[config.mk]
export PLATFORM = sky130hd
export DESIGN_NAME = sdram_avl_arbiter
export DESIGN_NICKNAME = d
export VERILOG_FILES = /design/src/rtl/sdram_avl_arbiter.sv
export SDC_FILE = /design/constraint.sdc
export NUM_CORES = 1
export LEC_CHECK = 0
export CORE_AREA = 2 2 131 133
export CTS_CLUSTER_SIZE = 24
export DETAILED_ROUTE_END_ITERATION = 8
export DIE_AREA = 0 0 133 135
export PLACE_DENSITY = 0.64
export SYNTH_ARGS = -nofsm -noshare
export SYNTH_HDL_FRONTEND = slang
export SYNTH_SLANG_ARGS = --single-unit
export TNS_END_PERCENT = 20
[constraint.sdc]
create_clock -name clk -period 5 [get_ports clk]
set_input_delay 1 -clock clk [delete_from_list [all_inputs] [get_ports clk]]
set_output_delay 1 -clock clk [all_outputs]
set_load 0.005 [all_outputs]
[src/rtl/sdram_avl_arbiter.sv]
// Two-port round-robin arbiter in front of the sdram_controller Avalon slave port.
// Grants are held for a whole burst, so beats from the two masters never interleave.
module sdram_avl_arbiter #(
  parameter int AW  = 32,
  parameter int DW  = 32,
  parameter int BCW = 8
) (
  input  logic              clk,
  input  logic              rest_n,

  input  logic [AW-1:0]     m0_address,
  input  logic [DW/8-1:0]   m0_byte_en,
  input  logic              m0_write,
  input  logic              m0_read,
  input  logic [DW-1:0]     m0_write_data,
  input  logic              m0_begin_burst_transfer,
  input  logic [BCW-1:0]    m0_burst_count,
  output logic              m0_wait_request,
  output logic [DW-1:0]     m0_read_data,
  output logic              m0_read_data_valid,

  input  logic [AW-1:0]     m1_address,
  input  logic [DW/8-1:0]   m1_byte_en,
  input  logic              m1_write,
  input  logic              m1_read,
  input  logic [DW-1:0]     m1_write_data,
  input  logic              m1_begin_burst_transfer,
  input  logic [BCW-1:0]    m1_burst_count,
  output logic              m1_wait_request,
  output logic [DW-1:0]     m1_read_data,
  output logic              m1_read_data_valid,

  output logic [AW-1:0]     s_address,
  output logic [DW/8-1:0]   s_byte_en,
  output logic              s_write,
  output logic              s_read,
  output logic [DW-1:0]     s_write_data,
  output logic              s_begin_burst_transfer,
  output logic [BCW-1:0]    s_burst_count,
  input  logic              s_wait_request,
  input  logic [DW-1:0]     s_read_data,
  input  logic              s_read_data_valid
);

  typedef enum logic [1:0] {IDLE, WR_BURST, RD_CMD, RD_DATA} state_t;

  localparam logic [BCW-1:0] ONE = BCW'(1);

  state_t         state, state_nx;
  logic           grant, grant_nx;
  logic           last, last_nx;
  logic [BCW-1:0] cnt, cnt_nx;

  logic           req0, req1, pick;
  logic [AW-1:0]  g_address;
  logic [DW/8-1:0] g_byte_en;
  logic           g_write, g_read, g_begin;
  logic [DW-1:0]  g_write_data;
  logic [BCW-1:0] g_burst_count;

  // A burst count of zero still moves one beat.
  function automatic logic [BCW-1:0] eff_len(input logic [BCW-1:0] bc);
    return (bc == '0) ? ONE : bc;
  endfunction

  assign req0 = (m0_write | m0_read) & m0_begin_burst_transfer;
  assign req1 = (m1_write | m1_read) & m1_begin_burst_transfer;

  assign g_address     = grant ? m1_address              : m0_address;
  assign g_byte_en     = grant ? m1_byte_en              : m0_byte_en;
  assign g_write       = grant ? m1_write                : m0_write;
  assign g_read        = grant ? m1_read                 : m0_read;
  assign g_begin       = grant ? m1_begin_burst_transfer : m0_begin_burst_transfer;
  assign g_write_data  = grant ? m1_write_data           : m0_write_data;
  assign g_burst_count = grant ? m1_burst_count          : m0_burst_count;

  // NOTE: state registers use non-blocking assignments so every flop samples
  // the pre-edge values; blocking here would create order-dependent races.
  always_ff @(posedge clk or negedge rest_n) begin
    if (!rest_n) begin
      state <= IDLE;
      grant <= 1'b0;
      last  <= 1'b1;
      cnt   <= '0;
    end else begin
      state <= state_nx;
      grant <= grant_nx;
      last  <= last_nx;
      cnt   <= cnt_nx;
    end
  end

  // NOTE: every output of this block is given a default first; a path that
  // leaves one unassigned would infer a latch.
  always_comb begin
    state_nx               = state;
    grant_nx               = grant;
    last_nx                = last;
    cnt_nx                 = cnt;
    pick                   = 1'b0;
    s_address              = '0;
    s_byte_en              = '0;
    s_write                = 1'b0;
    s_read                 = 1'b0;
    s_write_data           = '0;
    s_begin_burst_transfer = 1'b0;
    s_burst_count          = '0;
    m0_wait_request        = 1'b1;
    m1_wait_request        = 1'b1;
    m0_read_data           = '0;
    m1_read_data           = '0;
    m0_read_data_valid     = 1'b0;
    m1_read_data_valid     = 1'b0;

    unique case (state)
      IDLE: begin
        if (req0 | req1) begin
          // On a tie the port that did not win last time gets the bus.
          pick     = (req0 & req1) ? ~last : req1;
          grant_nx = pick;
          last_nx  = pick;
          cnt_nx   = eff_len(pick ? m1_burst_count : m0_burst_count);
          state_nx = (pick ? m1_write : m0_write) ? WR_BURST : RD_CMD;
        end
      end

      WR_BURST: begin
        s_address              = g_address;
        s_byte_en              = g_byte_en;
        s_write                = g_write;
        s_write_data           = g_write_data;
        s_begin_burst_transfer = g_begin;
        s_burst_count          = g_burst_count;
        if (grant) m1_wait_request = s_wait_request;
        else       m0_wait_request = s_wait_request;
        if (g_write && !s_wait_request) begin
          cnt_nx = cnt - ONE;
          if (cnt == ONE) state_nx = IDLE;
        end
      end

      RD_CMD: begin
        s_address              = g_address;
        s_read                 = g_read;
        s_begin_burst_transfer = g_begin;
        s_burst_count          = g_burst_count;
        if (grant) m1_wait_request = s_wait_request;
        else       m0_wait_request = s_wait_request;
        if (g_read && !s_wait_request) begin
          cnt_nx   = eff_len(g_burst_count);
          state_nx = RD_DATA;
        end
      end

      RD_DATA: begin
        if (grant) begin
          m1_read_data       = s_read_data;
          m1_read_data_valid = s_read_data_valid;
        end else begin
          m0_read_data       = s_read_data;
          m0_read_data_valid = s_read_data_valid;
        end
        if (s_read_data_valid) begin
          cnt_nx = cnt - ONE;
          if (cnt == ONE) state_nx = IDLE;
        end
      end

      default: state_nx = IDLE;
    endcase
  end

endmodule

## After elaboration in Yosys (flattened, before gate mapping)

Cells that the tools add are included.

| storage, ports and cells | value |
|---|---|
| register bits | 12 |
| input bits | 194 |
| output and inout port bits | 147 |
| logic and storage cells | 72 |

| operators by class | value |
|---|---|
| add/subtract/negate cells | 1 |
| equal/unequal tests | 8 |
| multiplexer cells | 43 |
| bitwise operators | 7 |
| reductions and logical operators | 9 |

Operators by type and width:

| kind | count |
|---|---|
| $mux 32 | 8 |
| $mux 8 | 9 |
| $pmux 8 s4 | 1 |
| $logic_not 8->1 | 2 |
| $mux 1 | 16 |
| $mux 2 | 6 |
| $eq 8x1->1 const B | 1 |
| $mux 4 | 2 |
| $ne 2x2->1 const B | 4 |
| $pmux 2 s4 | 1 |
| $sub 8x1->8 const B | 1 |
| $eq 2x2->1 const B | 2 |
| $reduce_and 4->1 | 1 |
| $and 1x1->1 | 3 |
| $or 1x1->1 | 3 |
| $eq 2x1->1 const B | 1 |
| $logic_and 1x1->1 | 2 |
| $logic_not 2->1 | 1 |
| $reduce_and 2->1 | 1 |
| $reduce_or 2->1 | 1 |
| $logic_not 1->1 | 1 |
| $not 1->1 | 1 |

## Logic depth before layout (Yosys ltp)

Gate-level depths: netlist (run 1).

| logic depth | value |
|---|---|
| depth after elaboration | 9 |
| gate-level depth with buffers | 8 |
| mapped depth without buffers | 7 |

## Least setup slack after synthesis (run 1)

No wires, ideal clock.

| timing path | value |
|---|---|
| path kind | input-to-output |
| start point | input s_wait_request |
| end point | output m0_wait_request |
| arrival time | 1.436 ns |
| data required time | 4.000 ns |
| slack | 2.564 ns |
| cell stages on the path | 1 |
| cells stage by stage | or3b_2 |

| between the ends | value |
|---|---|
| word-level cells in the longest chain between the ends | 2 |

Ends and longest elaborated chain:

| what | RTL line | RTL |
|---|---|---|
| from (decl) | 40 | `input logic s_wait_request,` |
| $mux 1 | 134, 147 |  |
| $mux 1 | -- |  |
| to (decl) | 18 | `output logic m0_wait_request,` |

No other way between the ends.

## Final worst setup path (run 1)

| timing path | value |
|---|---|
| start point | register grant |
| end point | output s_write_data[14] |

| between the ends | value |
|---|---|
| word-level cells in the longest chain between the ends | 2 |

Ends and longest elaborated chain:

| what | RTL line | RTL |
|---|---|---|
| from (decl) | 50 | `logic grant, grant_nx;` |
| from (signal assigned) | 87 | `grant <= grant_nx;` |
| $mux 32 | 74 | `assign g_write_data = grant ? m1_write_data : m0_write_data;` |
| $mux 32 | 115 | `unique case (state)` |
| to (decl) | 37 | `output logic [DW-1:0] s_write_data,` |

No other way between the ends.

==> metrics.md, run 1 <==
| Metric | Value |
|---|---|
| Status | completed |
| Primary FF master, synth | dfrtp_1 |
| First-pass GRT wire length | 22800 um |
| Clk_lat worst skew | 250 ps |
| Crit. End Element | output pin |
| Residual DRC | 0 |
| Place WS | 1490 ps |
| Total of max-cap violations | 0 |
| CP Launch Type | register |
| Top area cells in the synthesized netlist | mux2i_1 28%, nor2b_1 17%, dfrtp_1 9.6% |
| Die W | 133 um |
| Pin count of the biggest net entering global routing | 75 |
| Setup Fix Bufs, Post-CTS | 0 |
| Crit-path cells | buf_4 -> mux2i_1 -> nor2b_1 -> clkdlybuf4s50_1 |
| Vias in the first global route | 3784 |
| Antenna Nets Post-Route | 0 |
| Final Skew | 4.91 ps |
| Register area share after synthesis | between 10% and 20% |
| Setup ws final | 1290 ps |
| Critical Path AT | between 2000 and 3000 ps |
| Commonest cells after routing, fill and taps aside | 340 x clkdlybuf4s50_1, 80 x mux2i_1, 80 x nor2b_1 |
| Worst R2R Setup Slack | 2180 ps |
| Post-synthesis cell count | 383 |
| Post-Route WL | 15700 um |
| Number of buffers created by CTS | 3 |
| Initial core utilization | between 10% and 20% |
| Pleak | around 0.0026 uW |
| # hold bufs at CTS | 0 |
| Die Ht | 135 um |
| Final Hold Viols | 0 |
| Detailed-route via count | 3903 |
| CTS tree | done |
| Post-synth ARST share | 100% |
| Met1 WL | 6620 um |
| Wire length per cell | 17.0 um |
| Crit share post-route | 74.1% |
| Relative slew slack | ~22% |
| Highest metal used | met5 |
| Yosys warns | 0 |
| Layout cells sized above 1 | 3.70% |
| Fillers | 1657 |
| VDD IR max | between 0.0002 and 0.00025 V |
| Final setup TNS | 0 ps |
| Synth Register Bits | 12 |
| Post_cts resized | 0 |
| Worst Hold Class | reg -> reg |
| Worst-path clk slew | roughly 40 ps |
| Unique masters post-synth | 38 |
| Reg2reg path depth | 8 |
| CTS Root Cell | clkbuf_16 |
| Mapped Avg Cell Area | around 7.5 um^2 |
| Slowest-stage cell, CP | dfrtp_4 |
| Worst hold slack | 527 ps |
| Worst Path Buf+Inv | 2 |
| Clock Sinks | 12 |
| Area Overhead vs Synth | 128% |
| F_max | 270 MHz |
| PortBufs | 340 |
| Metal3 WL | between 1000 and 1500 um |
| H-tree depth | 1 |
| Post-Syn Nets | approximately 580 |
| Final Max Tran Viols | 0 |
| RSZ-0062 raised after global routing | false |
| CTS Buffer Depth | 2 |
| PD cells | around 420 nW/um^2 |
| Drt initial violations | 120 |
| Core box area | 16400 um^2 |
| Setup Viol. Count Final | 0 |
| CP Class | reg -> out |
| Nets | 904 |
| End of the worst register-to-register path | cnt[3] |
| IO Count | 341 |
| Top delay family on crit path | flip-flops |
| Overall routing resource usage | between 15 and 20% |
| Initial antenna violation count | 3 |
| Commonest non-fill, non-tap cell in the layout | clkdlybuf4s50_1 |
| Hold path startpoint | last |
| Worst path max stage delay | 1050 ps |
| Vias per cell | ~4.2 |
| Drt pass-1 iters | 4 |
| Data required, critical path | 4000 ps |
| Post-Synthesis Cell Area | ~2900 um^2 |
| Worst Hold Endpoint | last |
| Rows | 47 |
| Critical path fanouts, max | 74 |
| Critical R2R Launch | state[1] |
| Post-synth top area cell | mux2i_1 |
| Met2 WL post-DR | 7670 um |
| Gpl congestion | 0.844 |
| Hold Path Depth | 2 |
| Post-synth top area share | 27.9% |
| Worst slew pin tran | roughly 1200 ps |
| Final worst path period need | 3710 ps |
| Overflow after GRT | 0 |
| Die area | 18000 um^2 |
| HPWL Detailed | ~13000 um |
| EDFF count, synth | 0 |
[state kept, by name, summed over array words and instances, names as in the netlist]
name / flops
last: 1
cnt: 8
state: 2
grant: 1
[logic make-up after synthesis]
group           count (synthesis)  synth area share, %
simple gates                  196                 40.7
mux                            87                 30.7
compound gates                 43                 9.49
buf+inv                        38                 5.57
flops                          12                 10.5
fa+ha+maj                       7                 3.05
[worst register-to-register path, stage by stage (launching register included)]
cell,delay (ps)
dfrtp_1,400
inv_1,130
ha_1,950
buf_4,250
nor2_1,70
or2_2,400
nor2b_1,230
a221oi_1,120
o21ai_0,190
[area by class of cell]
type / count / area [um^2] / share of cell area, %
multi-input combinational: 333 / 2420 / 36.8
sequential: 12 / 305 / 4.65
inverter: 7 / 26.3 / 0.400
tap: 220 / 275 / 4.19
timing repair buffer: 346 / 3450 / 52.5
antenna: 1 / 2.50 / 0.0381
clock buffer: 4 / 88.8 / 1.35
[synth_stat cells, drive strengths merged (4+ instances only)]
cell type	n
o21ai	17
buf	9
nor2	19
nor3	5
a21oi	7
clkbuf	22
ha	7
nor2b	80
and2	33
nand2	11
and3	33
inv	7
mux2	7
mux2i	80
o22ai	4
dfrtp	11
a221oi	4
[metal layers]
metal,global-route usage [%],up-vias
met3,3.75,13
met2,28.0,183
met1,20.8,1730
met5,0,-
met4,2.75,4
li1,-,1973
[worst max path at each step]
stage | start | end | slack, ps | depth (start not counted)
2_1_floorplan | s_wait_request | m0_wait_request | 2560 | 1
3_3_place_gp | state[0] | s_address[20] | 1520 | 5
3_5_place_dp | grant | m0_read_data[16] | 1490 | 3
4_1_cts | grant | m0_read_data[16] | 1220 | 3
5_1_grt | state[0] | s_address[20] | 1120 | 5
6_report | grant | s_write_data[14] | 1290 | 4
[per-stage QoR]
step / total power (uW) / instances / util, % / instance area [um^2]
6_report: 2750 / 923 / 40.0 / 6560
5_1_grt: 2970 / 923 / 40.0 / 6560
4_1_cts: 2790 / 922 / 40.0 / 6560
3_5_place_dp: 2600 / 918 / 39.4 / 6470
3_3_place_gp: 2600 / 918 / 39.4 / 6470
2_1_floorplan: 1390 / 383 / - / 2880
[power by group]
group / total, uW / switching, uW / internal, uW
Combinational: 2280 / 917 / 1370
Sequential: 300 / 149 / 150
Clock: 170 / 48.3 / 121
Total: 2750 / 1110 / 1640
No activity file was read; power rests on OpenSTA's default activity.
==> run 2: changes to the inputs <==
--- a/config.mk
+++ b/config.mk
@@ -5,11 +5,11 @@
 export SDC_FILE = /design/constraint.sdc
 export NUM_CORES = 1
 export LEC_CHECK = 0
-export CORE_AREA = 2 2 131 133
+export CORE_AREA = 2 2 132 134
 export CTS_CLUSTER_SIZE = 24
 export DETAILED_ROUTE_END_ITERATION = 8
-export DIE_AREA = 0 0 133 135
-export PLACE_DENSITY = 0.64
+export DIE_AREA = 0 0 134 136
+export PLACE_DENSITY = 0.65
 export SYNTH_ARGS = -nofsm -noshare
 export SYNTH_HDL_FRONTEND = slang
 export SYNTH_SLANG_ARGS = --single-unit
==> constraint.sdc (replaced) <==
create_clock -name clk -period 3.33 [get_ports clk]
set_input_delay 0.666 -clock clk [delete_from_list [all_inputs] [get_ports clk]]
set_output_delay 0.666 -clock clk [all_outputs]
set_load 0.005 [all_outputs]
==> run 2 against run 1 <==
  * Final area up 1.0%
  * Combinational power increased by 57%
  * Utilization is 0.70 points lower
  * Critical endpoint is now s_burst_count[1]
  * First-iteration DRC count down 0.83%
  * Highest routed layer is now met4
  * Power rose by 53%
  * Count of clock-buffer cells in the layout did not move
  * Non-clock buffer count grew 7
  * Sequential power grew 28%
  * Critical path depth is the same
  * Setup slack worse by 900 ps
  * Routed wire length up 2.2%
  * Cell count is 1.2% higher
==> metrics.md, run 2 (synthesis results as in run 1) <==
| Metric | Value |
|---|---|
| Detailed-route via count | 3979 |
| Biggest regs | cnt: 8 flops, state: 2 flops |
| Finished Core Util | 39.3% |
| Crit-path cells | buf_4 -> mux2i_1 -> nor2b_1 -> clkdlybuf4s50_1 |
| Pin count of the biggest net entering global routing | 37 |
| Overflow after GRT | 0 |
| Top delay family on crit path | buffers and inverters |
| Data required, critical path | 2660 ps |
| Clock Sinks | 12 |
| Crit share post-route | 88.1% |
| Worst path max stage delay | 780 ps |
| Vias per cell | 4.26 |
| Ant diodes | 0 |
| Residual DRC | 0 |
| Pleak | 0.00266 uW |
| # hold bufs at CTS | 0 |
| IO Count | 341 |
| Vias in the first global route | ~3800 |
| Post_cts resized | 0 |
| Largest Register | cnt |
| Fillers | between 1500 and 2000 |
| Clk_lat worst skew | around 250 ps |
| VDD IR max | between 0.0003 and 0.0004 V |
| Post-Route WL | 16100 um |
| Final Max Tran Viols | 0 |
| Antenna Nets Post-Route | 0 |
| Number of buffers created by CTS | 3 |
| Setup Viol. Count Final | 0 |
| Rows | 48 |
| Finished Layout Cells | 934 |
| F_max | 341 MHz |
| Commonest non-fill, non-tap cell in the layout | clkdlybuf4s50_1 |
| Hold Path Depth | 2 |
| Final worst path period need | 2930 ps |
| Final Hold Viols | 0 |
| RSZ-0062 raised after global routing | false |
| HPWL Detailed | 13400 um |
| Commonest cells after routing, fill and taps aside | 340 x clkdlybuf4s50_1, 80 x mux2i_1, 80 x nor2b_1 |
| Setup Fix Bufs, Post-CTS | 0 |
| Max reg flops | 8 |
| Worst Hold Class | reg -> reg |
| Layout cells sized above 1 | around 4.7% |
| Die area | approximately 18000 um^2 |
| Area of the multi-input gates | 2420 um^2 |
| First-pass GRT wire length | 22800 um |
| Final setup TNS | 0 ps |
| Worst Path Buf+Inv | 2 |
| Status | completed |
| Gpl congestion | between 0.8 and 0.9 |
| Relative slew slack | between 50% and 60% |
| CP Launch Type | register |
| FF+latch area | roughly 310 um^2 |
| Initial antenna violation count | 0 |
| Place WS | between 500 and 600 ps |
| H-tree depth | 1 |
| Crit. End Element | output pin |
| Drt initial violations | between 100 and 150 |
| WP depth | 4 |
| Total of max-cap violations | 0 |
| CTS Buffer Depth | 2 |
| Die Ht | about 140 um |
| CP Class | reg -> out |
| Area Overhead vs Synth | 131% |
| Slowest-stage cell, CP | dfrtp_4 |
| Critical Path AT | 2270 ps |
| Worst-path clk slew | ~50 ps |
| Wire length per cell | 17.2 um |
| Drt pass-1 iters | 4 |
| Overall routing resource usage | roughly 16% |
| Die W | 134 um |
| Core box area | between 15000 and 20000 um^2 |
| Critical path fanouts, max | 30 |
| Initial core utilization | 17.0% |
| CTS Root Cell | clkbuf_16 |
| PortBufs | 340 |
| Placed cell count | 930 |
| Worst slew pin tran | 640 ps |
| CTS tree | done |
| Setup ws final | approximately 400 ps |
| Reg2reg path depth | 7 |
| Nets | slightly above 900 |
| PD cells | between 600 and 700 nW/um^2 |
| Final Skew | 2.14 ps |
[run 2: layout make-up]
cell class / count / share of cell area (%)
tap: 225 / 4.25
sequential: 12 / 4.60
clock buffer: 4 / 1.34
timing repair buffer: 353 / 53.0
inverter: 7 / 0.396
multi-input combinational: 333 / 36.4
[run 2: metal layers]
layer | vias up | global-route usage, % | wire length (um)
met5 | - | 0 | 0
met4 | 0 | 2.25 | 116
met3 | 10 | 4.29 | 1340
met2 | 172 | 28.0 | 7910
met1 | 1811 | 20.2 | 6700
li1 | 1986 | - | -
[run 2: path summary, 6_finish.rpt]
path	startpoint	to	slack [ps]
worst max-delay path	grant	s_burst_count[1]	400
worst min-delay path	last	last	530
worst max register to register	grant	cnt[6]	930
worst min register to register	last	last	530
max in group asynchronous	rest_n	grant	2040
min in group asynchronous	rest_n	cnt[4]	820
[run 2: where the power goes]
group	total [uW]	internal, uW	switching (uW)
registers	384	228	156
clock network	256	182	73.9
logic	3580	2100	1480
total	4220	2510	1710
[run 2: worst register-to-register path: stages, from the launching register on]
cell and delay (ps):
dfrtp_4 780, buf_4 360, mux2i_1 330, o21ai_0 120, o2111ai_1 160, buf_4 260, o22ai_1 90, a22o_1 200
[run 2: metrics by stage]
stage               total power, uW  cell area [um^2]  hold WS (ps)
floorplan                      2090              2880           370
global placement               3990              6540           517
detailed placement             4000              6540           527
CTS                            4280              6630           533
global route                   4550              6630           572
finish                         4220              6630           528
